$ cat src/rtl/output_menu_sel.sv
// Button-driven channel selector: synchronises and debounces two menu buttons and
// steps a registered index over CHANNELS packed sources. Define OUTPUT_MENU_SEL_REPEAT_EN for hold-to-repeat.
module output_menu_sel #(
  parameter int  WIDTH           = 24,
  parameter int  CHANNELS        = 8,
  parameter int  DEBOUNCE_CYCLES = 4,
  parameter int  REPEAT_CYCLES   = 1000,
  localparam int SW              = (CHANNELS > 2) ? $clog2(CHANNELS) : 1
) (
  input  logic                      clk,
  input  logic                      rst,
  input  logic [1:0]                button,
  input  logic [CHANNELS*WIDTH-1:0] in_bus,
  output logic [WIDTH-1:0]          out,
  output logic [SW-1:0]             sel,
  output logic                      sel_changed
);

  localparam int            CW      = $clog2(DEBOUNCE_CYCLES + 1);
  localparam logic [CW-1:0] DB_LAST = CW'(DEBOUNCE_CYCLES - 1);
  localparam logic [SW-1:0] LAST    = SW'(CHANNELS - 1);

  logic [1:0]          sync1_q, sync2_q;
  logic [1:0]          db_q, db_d;
  logic [1:0]          db_prev_q;
  logic [1:0][CW-1:0]  cnt_q, cnt_d;
  logic [SW-1:0]       sel_q, sel_d;
  logic [WIDTH-1:0]    out_q, out_d;
  logic                chg_q, chg_d;

  logic rise_next, rise_prev;
  logic rep_next, rep_prev;
  logic step_next, step_prev;

  // A level is accepted only after DEBOUNCE_CYCLES consecutive mismatching samples.
  always_comb begin
    // NOTE: every combinational output gets a default first so no path can infer a latch.
    db_d  = db_q;
    cnt_d = cnt_q;
    for (int b = 0; b < 2; b++) begin
      if (sync2_q[b] == db_q[b]) begin
        cnt_d[b] = '0;
      end else if (cnt_q[b] == DB_LAST) begin
        db_d[b]  = sync2_q[b];
        cnt_d[b] = '0;
      end else begin
        cnt_d[b] = cnt_q[b] + 1'b1;
      end
    end
  end

  // A press only counts while the other button is released.
  assign rise_next = db_q[0] & ~db_prev_q[0] & ~db_q[1];
  assign rise_prev = db_q[1] & ~db_prev_q[1] & ~db_q[0];

`ifdef OUTPUT_MENU_SEL_REPEAT_EN
  localparam int            RW       = (REPEAT_CYCLES > 1) ? $clog2(REPEAT_CYCLES) : 1;
  localparam logic [RW-1:0] REP_LAST = RW'(REPEAT_CYCLES - 1);

  logic [RW-1:0] rep_cnt_q, rep_cnt_d;
  logic          rep_act_q, rep_act_d;
  logic          rep_dir_q, rep_dir_d;   // 1: repeating "previous"
  logic          rep_held;

  assign rep_held = rep_dir_q ? (db_q == 2'b10) : (db_q == 2'b01);

  // Armed by an accepted step; any change of the debounced pair disarms it.
  always_comb begin
    rep_cnt_d = rep_cnt_q;
    rep_act_d = rep_act_q;
    rep_dir_d = rep_dir_q;
    rep_next  = 1'b0;
    rep_prev  = 1'b0;
    if (rise_next || rise_prev) begin
      rep_act_d = 1'b1;
      rep_dir_d = rise_prev;
      rep_cnt_d = '0;
    end else if (rep_act_q && rep_held) begin
      if (rep_cnt_q == REP_LAST) begin
        rep_cnt_d = '0;
        rep_next  = ~rep_dir_q;
        rep_prev  = rep_dir_q;
      end else begin
        rep_cnt_d = rep_cnt_q + 1'b1;
      end
    end else begin
      rep_act_d = 1'b0;
      rep_cnt_d = '0;
    end
  end

  always_ff @(posedge clk) begin
    if (rst) begin
      rep_cnt_q <= '0;
      rep_act_q <= 1'b0;
      rep_dir_q <= 1'b0;
    end else begin
      rep_cnt_q <= rep_cnt_d;
      rep_act_q <= rep_act_d;
      rep_dir_q <= rep_dir_d;
    end
  end
`else
  // Hold-to-repeat is compiled out; the repeat period has no effect in this build.
  assign rep_next = 1'b0 & (REPEAT_CYCLES > 0);
  assign rep_prev = 1'b0;
`endif

  assign step_next = rise_next | rep_next;
  assign step_prev = rise_prev | rep_prev;

  always_comb begin
    sel_d = sel_q;
    if (step_next) begin
      sel_d = (sel_q == LAST) ? '0 : sel_q + 1'b1;
    end else if (step_prev) begin
      sel_d = (sel_q == '0) ? LAST : sel_q - 1'b1;
    end
    chg_d = step_next | step_prev;
    // The registered index drives the mux, so out trails a step by one cycle.
    out_d = in_bus[int'(sel_q)*WIDTH +: WIDTH];
  end

  always_ff @(posedge clk) begin
    // NOTE: state registers use non-blocking assignments so every flop samples pre-edge values.
    if (rst) begin
      sync1_q   <= '0;
      sync2_q   <= '0;
      db_q      <= '0;
      db_prev_q <= '0;
      cnt_q     <= '0;
      sel_q     <= '0;
      out_q     <= '0;
      chg_q     <= 1'b0;
    end else begin
      sync1_q   <= button;
      sync2_q   <= sync1_q;
      db_q      <= db_d;
      db_prev_q <= db_q;
      cnt_q     <= cnt_d;
      sel_q     <= sel_d;
      out_q     <= out_d;
      chg_q     <= chg_d;
    end
  end

  assign out         = out_q;
  assign sel         = sel_q;
  assign sel_changed = chg_q;

endmodule

$ cat config.mk
export PLATFORM = sky130hd
export DESIGN_NAME = output_menu_sel
export DESIGN_NICKNAME = d
export VERILOG_FILES = /design/src/rtl/output_menu_sel.sv
export SDC_FILE = /design/constraint.sdc
export NUM_CORES = 1
export LEC_CHECK = 0
export CAP_MARGIN = 20
export CORE_UTILIZATION = 36
export CTS_CLUSTER_DIAMETER = 80
export DETAILED_ROUTE_END_ITERATION = 8
export PLACE_DENSITY = 0.87
export REMOVE_ABC_BUFFERS = 1
export SETUP_SLACK_MARGIN = 0.5
export SLEW_MARGIN = 0
export SYNTH_ARGS = -nofsm -noshare
export SYNTH_HDL_FRONTEND = slang
export SYNTH_SLANG_ARGS = --single-unit
$ cat constraint.sdc
create_clock -name clk -period 4.9 [get_ports clk]
set_input_delay 1.225 -clock clk [delete_from_list [all_inputs] [get_ports clk]]
set_output_delay 1.225 -clock clk [all_outputs]
set_load 0.005 [all_outputs]
Word-level counts from Yosys, hierarchy flattened
Index checks and enable logic that the tools add are counted.
- flip-flop bits (word level): 42
- bits of input ports: 196
- output and inout bits: 28
- word-level logic and storage cells: 42
- $add $sub $neg: 4
- multipliers: 1
- equal/unequal tests: 5
- shifts and indexed selects: 1
- multiplexer cells: 4
- bitwise operators: 11
- reductions and logical operators: 6
- operators with widths (kind ; number):
    indexed part select 192 x 9 -> 24 bit ; 1
    two-way mux 3 bit ; 4
    adder 3 x 1 -> 3 bit, second input constant ; 3
    == test 3 x 2 -> 1 bit, second input constant ; 2
    inverter 1 bit ; 6
    OR reduction 3 bit ; 2
    multiplier 3 x 2 -> 5 bit, second input constant ; 1
    bitwise AND 1 bit ; 4
    AND reduction 2 bit ; 2
    == test 3 bit, second input constant ; 1
    logical NOT 3 bit ; 1
    subtractor 3 x 1 -> 3 bit, second input constant ; 1
    == test 1 bit ; 2
    nonzero test 2 bit ; 1
    bitwise OR 1 bit ; 1

Depth between registers and ports, before layout
Gate-level depths: netlist of the first run.
- depth after elaboration: 5
- depth in mapped cells: 7
- mapped depth without buffers: 5

Least setup slack after synthesis of the first run
Ideal clock, no wire load.
- path type: input to register
- start: input in_bus[178]
- end: register out_q[10], in the netlist out[10]
- library setup time: 0.128 ns
- arrival: 1.834 ns
- data required time: 4.772 ns
- path slack: 2.939 ns
- stages on the path: 3
- path buffers: 0
- cells stage by stage: mux4_2 mux2i_1 nor2_1
- word-level cells in the longest chain between the ends: 1
- ends and longest elaborated chain (element ; RTL line ; RTL):
    from (decl) ; 13 ; input logic [CHANNELS*WIDTH-1:0] in_bus,
    indexed part select 192 x 9 -> 24 bit ; 121 ; out_d = in_bus[int'(sel_q)*WIDTH +: WIDTH];
    to (signal assigned) ; 142 ; out_q <= out_d;
    to (decl) ; 28 ; logic [WIDTH-1:0] out_q, out_d;
No other way between the ends.
A chain may end at the register's enable or synchronous reset.

Worst setup path in the final report of the first run
- start: register sel_q[0], in the netlist sel[0]
- end: output sel[0]
- RTL lines (element ; RTL line ; RTL):
    from (decl) ; 27 ; logic [SW-1:0] sel_q, sel_d;
    from (signal assigned) ; 141 ; sel_q <= sel_d;
    to (decl) ; 15 ; output logic [SW-1:0] sel,
No word-level cell between the ends.

==> impl_metrics.toml, run 1 <==
[yosys]
ys_seq_area_frac = 0.303
yosysTopAreaCellShare = 0.390
synthTopCellsByArea = "mux4_2 39%, dfxtp_1 30%, mux2i_1 9.7%, nor2_1 4.7%, ha_1 3.6%"
yosysTopAreaCell = "mux4_2"
ys_ff_latch = 42
synthDistinctLibCells = 25
syn_area_per_cell_um2 = 13.3
syn_inst = 208
yosys_warnings = 0
syn_area_um2 = 2770

[outcome]
outcome = "complete, no violations"

[timing]
post-route-period-util = 0.647
setup_ws_ns = 1.73
rsz0062_at_grt = "no"
fmax_mhz = 316
worst_pin_slew_ns = 0.936
finalHoldViolations = 0
finalSetupTns_ns = 0
fin_crit_ns = 3.17
finalMaxSlewViolations = 0
setup_viol = 0
slew_headroom = 0.376
fin_worst_skew_ns = 0.0108

[final_layout]
multi_input_area_um2 = 1750
diodes = 0
final_cell_mix = "223 x clkdlybuf4s50_1, 48 x mux4_2, 39 x dfxtp_1"
seq_area_um2 = 847
finalNetCount = 626
fill_cells = 527
syn_to_final_growth_pct = 83.4
drive_above_1_share = 0.151
final_common_cell = "clkdlybuf4s50_1"
post-route-util = 0.694

[worst_setup_path]
required_ns = 3.67
reg2reg_setup_slack_ns = 2.82
cp-end-kind = "output port"
crit_chain = "clkdlybuf4s50_1"
crit_path_max_fanout = 52
crit-reg2reg-launch = "sel[0]"
max_stage_delay_ns = 0.98
worst-setup-path-type = "flip-flop to output port"
cp.arrival_ns = 1.94
cp-start-kind = "flip-flop"
cp-startpoint = "sel[0]"
cp-endpoint = "sel[0]"
path_delay_family = "flip-flops"
ff2ff_path_depth = 5
cp.buffers_inverters = 1
r2r-end = "sel[2]"
cpMaxStageDelayCell = "dfxtp_4"
cp.depth = 1

[floorplanning]
dieArea_um2 = 8060
core_area_um2 = 7330
die_w_um = 89.8
num_rows = 31
die_h_um = 89.8
start_util = 0.378
pin_count = 224

[clock_tree]
clk_pin_slew_ns = 0.08
cts_setup_buffers = 0
clockBufferDepth = 2
hold_buffers = 0
cts_inserted_buffers = 5
clock-root-buffer = "clkbuf_8"
cts_sinks = 42
cts_tree = "yes"
cts_htree_levels = 2
clk_latency_ns = 0.30
cts_resized = 0

[power_and_ir_drop]
internal_power_uw = 640
ir_drop_mv = 0.109
power_switching_uw = 175
leakagePower_uw = 0.00175
seqPwrFrac = 0.437
p_comb_frac = 0.283
swShare = 0.215
p_clk_frac = 0.280
power_density_nw_per_um2 = 160

[global_routing]
antenna_found_initial = 0
grt_max_degree = 53
grt_pass1_wl_um = 13700
grt_use_total = 0.222
first_global_vias = 2818
grt_overflow_total = 0

[drt]
drt_iter0_drc = 73
postRouteAntennaNets = 0
num_vias = 2600
firstDrtPassIters = 4
finalWirelength_um = 8940
vias_per_cell = 4.98
drt-wirelength-per-cell_um = 17.1
drc_errors = 0

[placed_design]
dpl.hpwl_um = 7420
dp_slack_ns = 1.99
gp_congestion = 0.812
numPortBuffers = 223

[flow_run]
cap_violations = 0

[min_path]
hold_path_class = "flip-flop to flip-flop"
power groups by stage:
stage	clock network [uW]	registers, uW	logic (uW)
6_report	228	357	231
5_1_grt	253	358	244
4_1_cts	235	357	232
3_5_place_dp	0	365	231
3_3_place_gp	0	364	226
2_1_floorplan	0	367	42.1
how the worst min path moves through the flow:
stage	slack (ns)	endpoint	from	depth (start not counted)
2_1_floorplan	0.40	cnt_q[0]	cnt_q[0]	1
3_3_place_gp	0.41	cnt_q[0]	cnt_q[0]	1
3_5_place_dp	0.42	cnt_q[3]	cnt_q[3]	1
4_1_cts	0.43	cnt_q[3]	cnt_q[3]	1
5_1_grt	0.44	cnt_q[3]	cnt_q[3]	1
6_report	0.43	cnt_q[0]	cnt_q[0]	1
registers in the layout, summed over array words and instances (netlist names):
name and flops:
cnt_q 6, sync2_q 2, db_q 2, sel 3, out 24, db_prev_q 2, sel_changed 1, sync1_q 2
cell families (layout without fill, tap and decap cells):
family / count (synthesis) / count (layout) / share of synthesized area
mux: 75 / 75 / 0.487
compound gates: 8 / 8 / 0.0194
fa+ha+maj: 8 / 8 / 0.0361
flops: 42 / 42 / 0.303
xor+xnor: 2 / 2 / 0.00632
buf+inv: 24 / 239 / 0.0645
simple gates: 49 / 49 / 0.0830
layout make-up:
cell class | instances | share of cell area
clock inverter | 3 | 0.00443
clock buffer | 5 | 0.0135
tap | 99 | 0.0244
sequential | 42 | 0.167
timing repair buffer | 225 | 0.442
multi-input combinational | 142 | 0.345
inverter | 6 | 0.00443
layer usage:
metal  global-route usage  up-vias  part of all wire  wire [um]
met5                    0        -                 0          0
met4                0.101        0             0.038        344
met3               0.0575       26             0.056        499
met2                0.427      103              0.58       5150
met1                0.222     1245              0.33       2950
li1                     -     1226                 -          -
through the flow:
step                hold WS (ns)  total power, uW  instance area (um2)  cells
global route               0.445              854                 5080    522
floorplan                  0.399              409                 2620    190
CTS                        0.430              824                 5080    522
global placement           0.407              590                 4990    514
detailed placement         0.417              596                 4990    514
finish                     0.428              816                 5080    522
cell usage after synthesis:
cell,instances
mux4_2,48
dfxtp_1,42
nor2_1,35
mux2i_1,27
ha_1,8
inv_1,6
nor2b_1,6
a21oi_1,4
buf_1,4
buf_12,3
buf_4,3
clkbuf_1,3
or3_1,3
buf_2,2
buf_6,2
nor3b_2,2
xnor2_1,2
a211o_1,1
a311o_1,1
buf_8,1
nand2b_1,1
nand3_1,1
o211a_1,1
o21ai_0,1
or2_2,1
Power figures use the tool's default switching activity.
==> inputs of run 2 (changes only) <==
--- a/config.mk
+++ b/config.mk
@@ -6,10 +6,10 @@
 export NUM_CORES = 1
 export LEC_CHECK = 0
 export CAP_MARGIN = 20
-export CORE_UTILIZATION = 36
+export CORE_UTILIZATION = 33
 export CTS_CLUSTER_DIAMETER = 80
 export DETAILED_ROUTE_END_ITERATION = 8
-export PLACE_DENSITY = 0.87
+export PLACE_DENSITY = 0.81
 export REMOVE_ABC_BUFFERS = 1
 export SETUP_SLACK_MARGIN = 0.5
 export SLEW_MARGIN = 0
==> constraint.sdc (replaced) <==
create_clock -name clk -period 3.24 [get_ports clk]
set_input_delay 0.81 -clock clk [delete_from_list [all_inputs] [get_ports clk]]
set_output_delay 0.81 -clock clk [all_outputs]
set_load 0.005 [all_outputs]
==> run 2 against run 1 <==
Global-route usage down 1.3 points. Setup slack worse by 0.74 ns. Sequential power up 51%. Non-clock buffer count up 4. Utilization down 6.7 points. Via count up 1.0%. Sequential cell count unchanged. Critical path depth unchanged. Die area up 8.9%. Register-to-register slack worse by 1.4 ns. Critical endpoint unchanged. Largest power group unchanged. Highest routed layer unchanged.
==> impl_metrics.toml, run 2 (synthesis results as in run 1) <==
[clock_tree]
cts_htree_levels = 2
cts_inserted_buffers = 5
clockBufferDepth = 2
clk_latency_ns = 0.28
cts_sinks = 42
clk_pin_slew_ns = 0.08
cts_tree = "yes"
cts_setup_buffers = 0
cts_resized = 0
clock-root-buffer = "clkbuf_8"
hold_buffers = 0

[power_and_ir_drop]
leakagePower_uw = 0.00178
power_density_nw_per_um2 = 240
ir_drop_mv = 0.150

[global_routing]
antenna_found_initial = 0
grt_overflow_total = 0
grt_pass1_wl_um = 13800
grt_use_total = 0.210
grt_max_degree = 51
first_global_vias = 2828

[final_layout]
finalNetCount = 630
diodes = 0
stdcell_area_um2 = 5120
final_cell_mix = "223 x clkdlybuf4s50_1, 48 x mux4_2, 39 x dfxtp_1"
final_common_cell = "clkdlybuf4s50_1"
largest_reg_flops = 24
syn_to_final_growth_pct = 84.7
drive_above_1_share = 0.157
post-route-util = 0.627

[drt]
drt-wirelength-per-cell_um = 17.1
postRouteAntennaNets = 0
drt_iter0_drc = 52
finalWirelength_um = 9080
drc_errors = 0
num_vias = 2627
vias_per_cell = 4.94
firstDrtPassIters = 4

[timing]
worst_pin_slew_ns = 0.673
fin_crit_ns = 2.25
fmax_mhz = 444
setup_viol = 0
slew_headroom = 0.551
rsz0062_at_grt = "no"
fin_worst_skew_ns = 0.00247
post-route-period-util = 0.695
setup_ws_ns = 0.988
finalSetupTns_ns = 0
holdWs_ns = 0.433
finalHoldViolations = 0
finalMaxSlewViolations = 0

[floorplanning]
core_area_um2 = 8180
num_rows = 33
start_util = 0.339
die_h_um = 93.7
die_w_um = 93.7
dieArea_um2 = 8770
pin_count = 224

[outcome]
outcome = "complete, no violations"

[min_path]
hold_path_class = "flip-flop to flip-flop"

[worst_setup_path]
max_stage_delay_ns = 0.58
crit_path_max_fanout = 20
cpMaxStageDelayCell = "dfxtp_4"
required_ns = 2.43
path_delay_family = "flip-flops"
worst-setup-path-type = "flip-flop to output port"
cp.arrival_ns = 1.44
cp-end-kind = "output port"
crit_chain = "clkdlybuf4s50_1"
cp-start-kind = "flip-flop"
cp.buffers_inverters = 1

[placed_design]
dp_slack_ns = 1.09
numPortBuffers = 223
dpl.hpwl_um = 7710
gp_congestion = 0.817
placed_area_um2 = 5030

[flow_run]
cap_violations = 0
[run 2: changes by cell type in the layout (fill, tap and decap cells not counted)]
cell and change:
buf_4 +4, clkbuf_1 +1, clkbuf_8 +1, clkinv_2 +1, clkinvlp_4 -1, inv_4 -1, inv_6 -1
[run 2: metrics by stage]
stage | instances | power, uW
floorplan | 190 | 618
global placement | 524 | 895
detailed placement | 524 | 903
CTS | 532 | 1250
global route | 532 | 1300
finish | 532 | 1230
[run 2: per-layer routing]
layer / vias to the layer above / wire, um / GRT usage / share of wire
met5: - / 0 / 0 / 0
met4: 0 / 269 / 0.0808 / 0.030
met3: 22 / 719 / 0.0728 / 0.079
met2: 105 / 5150 / 0.393 / 0.57
met1: 1263 / 2930 / 0.211 / 0.32
li1: 1237 / - / - / -
[run 2: power breakdown]
part,switching [uW],internal (uW),total (uW)
Combinational,69.0,281,350
Sequential,5.58,534,540
Clock,169,172,341
Total,243,987,1230
[run 2: area by class of cell]
| class | instances | area, um2 |
|---|---|---|
| Multi-Input combinational cell | 142 | 1750 |
| Sequential cell | 42 | 847 |
| Fill cell | 664 | 3050 |
| Inverter | 6 | 22.5 |
| Tap cell | 105 | 131 |
| Clock inverter | 1 | 5.00 |
| Timing Repair Buffer | 229 | 2280 |
| Clock buffer | 7 | 86.3 |
[run 2: path summary, 6_finish.rpt]
path	startpoint	end	slack, ns	depth (start not counted)
setup / recovery	sel[0]	sel[0]	0.99	1
setup reg to reg	sel[1]	sel[2]	1.37	6
hold / removal	cnt_q[3]	cnt_q[3]	0.43	1
hold reg to reg	cnt_q[3]	cnt_q[3]	0.43	1
==> inputs of run 3 (changes only) <==
--- a/config.mk
+++ b/config.mk
@@ -6,10 +6,10 @@
 export NUM_CORES = 1
 export LEC_CHECK = 0
 export CAP_MARGIN = 20
-export CORE_UTILIZATION = 33
+export CORE_UTILIZATION = 30
 export CTS_CLUSTER_DIAMETER = 80
 export DETAILED_ROUTE_END_ITERATION = 8
-export PLACE_DENSITY = 0.81
+export PLACE_DENSITY = 0.78
 export REMOVE_ABC_BUFFERS = 1
 export SETUP_SLACK_MARGIN = 0.5
 export SLEW_MARGIN = 0
==> constraint.sdc (replaced) <==
create_clock -name clk -period 1.9 [get_ports clk]
set_input_delay 0.475 -clock clk [delete_from_list [all_inputs] [get_ports clk]]
set_output_delay 0.475 -clock clk [all_outputs]
set_load 0.005 [all_outputs]
==> run 3 against run 2 <==
The flow now finishes with violations (DRC). Clock power increased by 110%. Clock-buffer cell count decreased by 1. Cell area increased by 6.5%. Global-route usage decreased by 0.64 points. Hold slack about the same.
==> impl_metrics.toml, run 3 (synthesis results as in run 1) <==
[outcome]
outcome = "complete, but fails checks"
violations = "DRC"

[worst_setup_path]
worst-setup-path-type = "flip-flop to flip-flop"
crit_chain = "buf_12 > clkbuf_16 > buf_4 > mux4_2 > mux2i_1 > nor2_1"
cp-end-kind = "flip-flop"
path_delay_family = "multiplexers"
cp-start-kind = "flip-flop"
required_ns = 2.08
cpMaxStageDelayCell = "mux4_2"
cp.arrival_ns = 1.77
crit_path_max_fanout = 5
max_stage_delay_ns = 0.51
cp.buffers_inverters = 3

[final_layout]
syn_to_final_growth_pct = 96.8
fill_cells = 746
seq_area_um2 = 850
diodes = 0
drive_above_1_share = 0.212
final_cell_mix = "194 x clkdlybuf4s50_1, 48 x mux4_2, 39 x dfxtp_1"
final_common_cell = "clkdlybuf4s50_1"
stdcell_area_um2 = 5460
finalNetCount = 651
post-route-util = 0.617
largest_reg_flops = 24
multi_input_area_um2 = 1790

[timing]
finalHoldViolations = 0
rsz0062_at_grt = "yes"
fin_worst_skew_ns = 0.00791
slew_headroom = 0.666
finalMaxSlewViolations = 0
fmax_mhz = 629
post-route-period-util = 0.837
setup_viol = 0
fin_crit_ns = 1.59
worst_pin_slew_ns = 0.500

[drt]
drc_errors = 2
vias_per_cell = 4.94
finalWirelength_um = 9880
dr_wl_met2_um = 5450
num_vias = 2749
postRouteAntennaNets = 0
top_layer = "met5"
wl_met1_um = 3420
drt-wirelength-per-cell_um = 17.8
firstDrtPassIters = 8
wl_met3_um = 666
drt_iter0_drc = 54

[global_routing]
first_global_vias = 3110
grt_use_total = 0.203
grt_max_degree = 29
grt_pass1_wl_um = 14900
grt_overflow_total = 0
antenna_found_initial = 1

[power_and_ir_drop]
power_switching_uw = 436
swShare = 0.198
leakagePower_uw = 0.00202
p_clk_frac = 0.319
power_density_nw_per_um2 = 403
seqPwrFrac = 0.418
p_comb_frac = 0.263
internal_power_uw = 1760
ir_drop_mv = 0.269

[floorplanning]
dieArea_um2 = 9630
core_area_um2 = 8850
die_h_um = 98.1
num_rows = 34
pin_count = 224
die_w_um = 98.1
start_util = 0.313

[placed_design]
gp_congestion = 0.727
dpl.hpwl_um = 7810
numPortBuffers = 223
placed_area_um2 = 5090

[clock_tree]
clk_latency_ns = 0.29
clk_pin_slew_ns = 0.09
cts_tree = "yes"
clock-root-buffer = "clkbuf_8"
cts_sinks = 42
cts_htree_levels = 2
cts_inserted_buffers = 5
clockBufferDepth = 2

[min_path]
hold_path_class = "flip-flop to flip-flop"

[flow_run]
cap_violations = 0
-- run 3: worst paths after layout --
kind / from / endpoint / slack, ns / cells past startpoint
hold reg to reg: cnt_q[3] / cnt_q[3] / 0.43 / 1
setup / recovery: sel[0] / out[19] / 0.31 / 6
hold / removal: cnt_q[3] / cnt_q[3] / 0.43 / 1
setup reg to reg: sel[0] / out[19] / 0.31 / 6
-- run 3: layer usage --
| layer | vias up | global-route usage |
|---|---|---|
| li1 | 1273 | - |
| met1 | 1326 | 0.209 |
| met2 | 122 | 0.386 |
| met3 | 26 | 0.0580 |
| met4 | 2 | 0.0815 |
| met5 | - | 0 |
-- run 3: final cells by class --
| class | instances | area share |
|---|---|---|
| tap | 108 | 0.0248 |
| clock buffer | 6 | 0.0133 |
| inverter | 6 | 0.00413 |
| sequential | 42 | 0.156 |
| multi-input combinational | 142 | 0.329 |
| timing repair buffer | 250 | 0.466 |
| clock inverter | 2 | 0.00688 |
-- run 3: power groups by stage --
stage	Clock [uW]	Sequential [uW]	Combinational, uW
after floorplan	0	946	109
after global placement	0	941	585
after detailed placement	0	941	598
after CTS	726	918	581
after global routing	759	921	613
final	702	917	578
-- run 3: what timing repair did --
| action | CTS | global route |
|---|---|---|
| gates resized for setup | 43 | 16 |
| pin swaps | 0 | 5 |
| setup buffers | 9 | 5 |
| hold buffers | 0 | 0 |
| endpoints found under the hold margin | 0 | 0 |
| gates cloned | 2 | 1 |
| endpoints found under the setup margin | 56 | 29 |
-- run 3: stage by stage --
stage                     power [uW]  instances  setup TNS [ns]  setup WS (ns)  hold WS, ns
final                           2200        556               0          0.310        0.433
after floorplan                 1050        190          -33.87          -1.47        0.399
after global routing            2290        556               0          0.260        0.449
after global placement          1530        531               0          0.199        0.408
after detailed placement        1540        531               0          0.171        0.433
after CTS                       2220        550               0          0.313        0.445
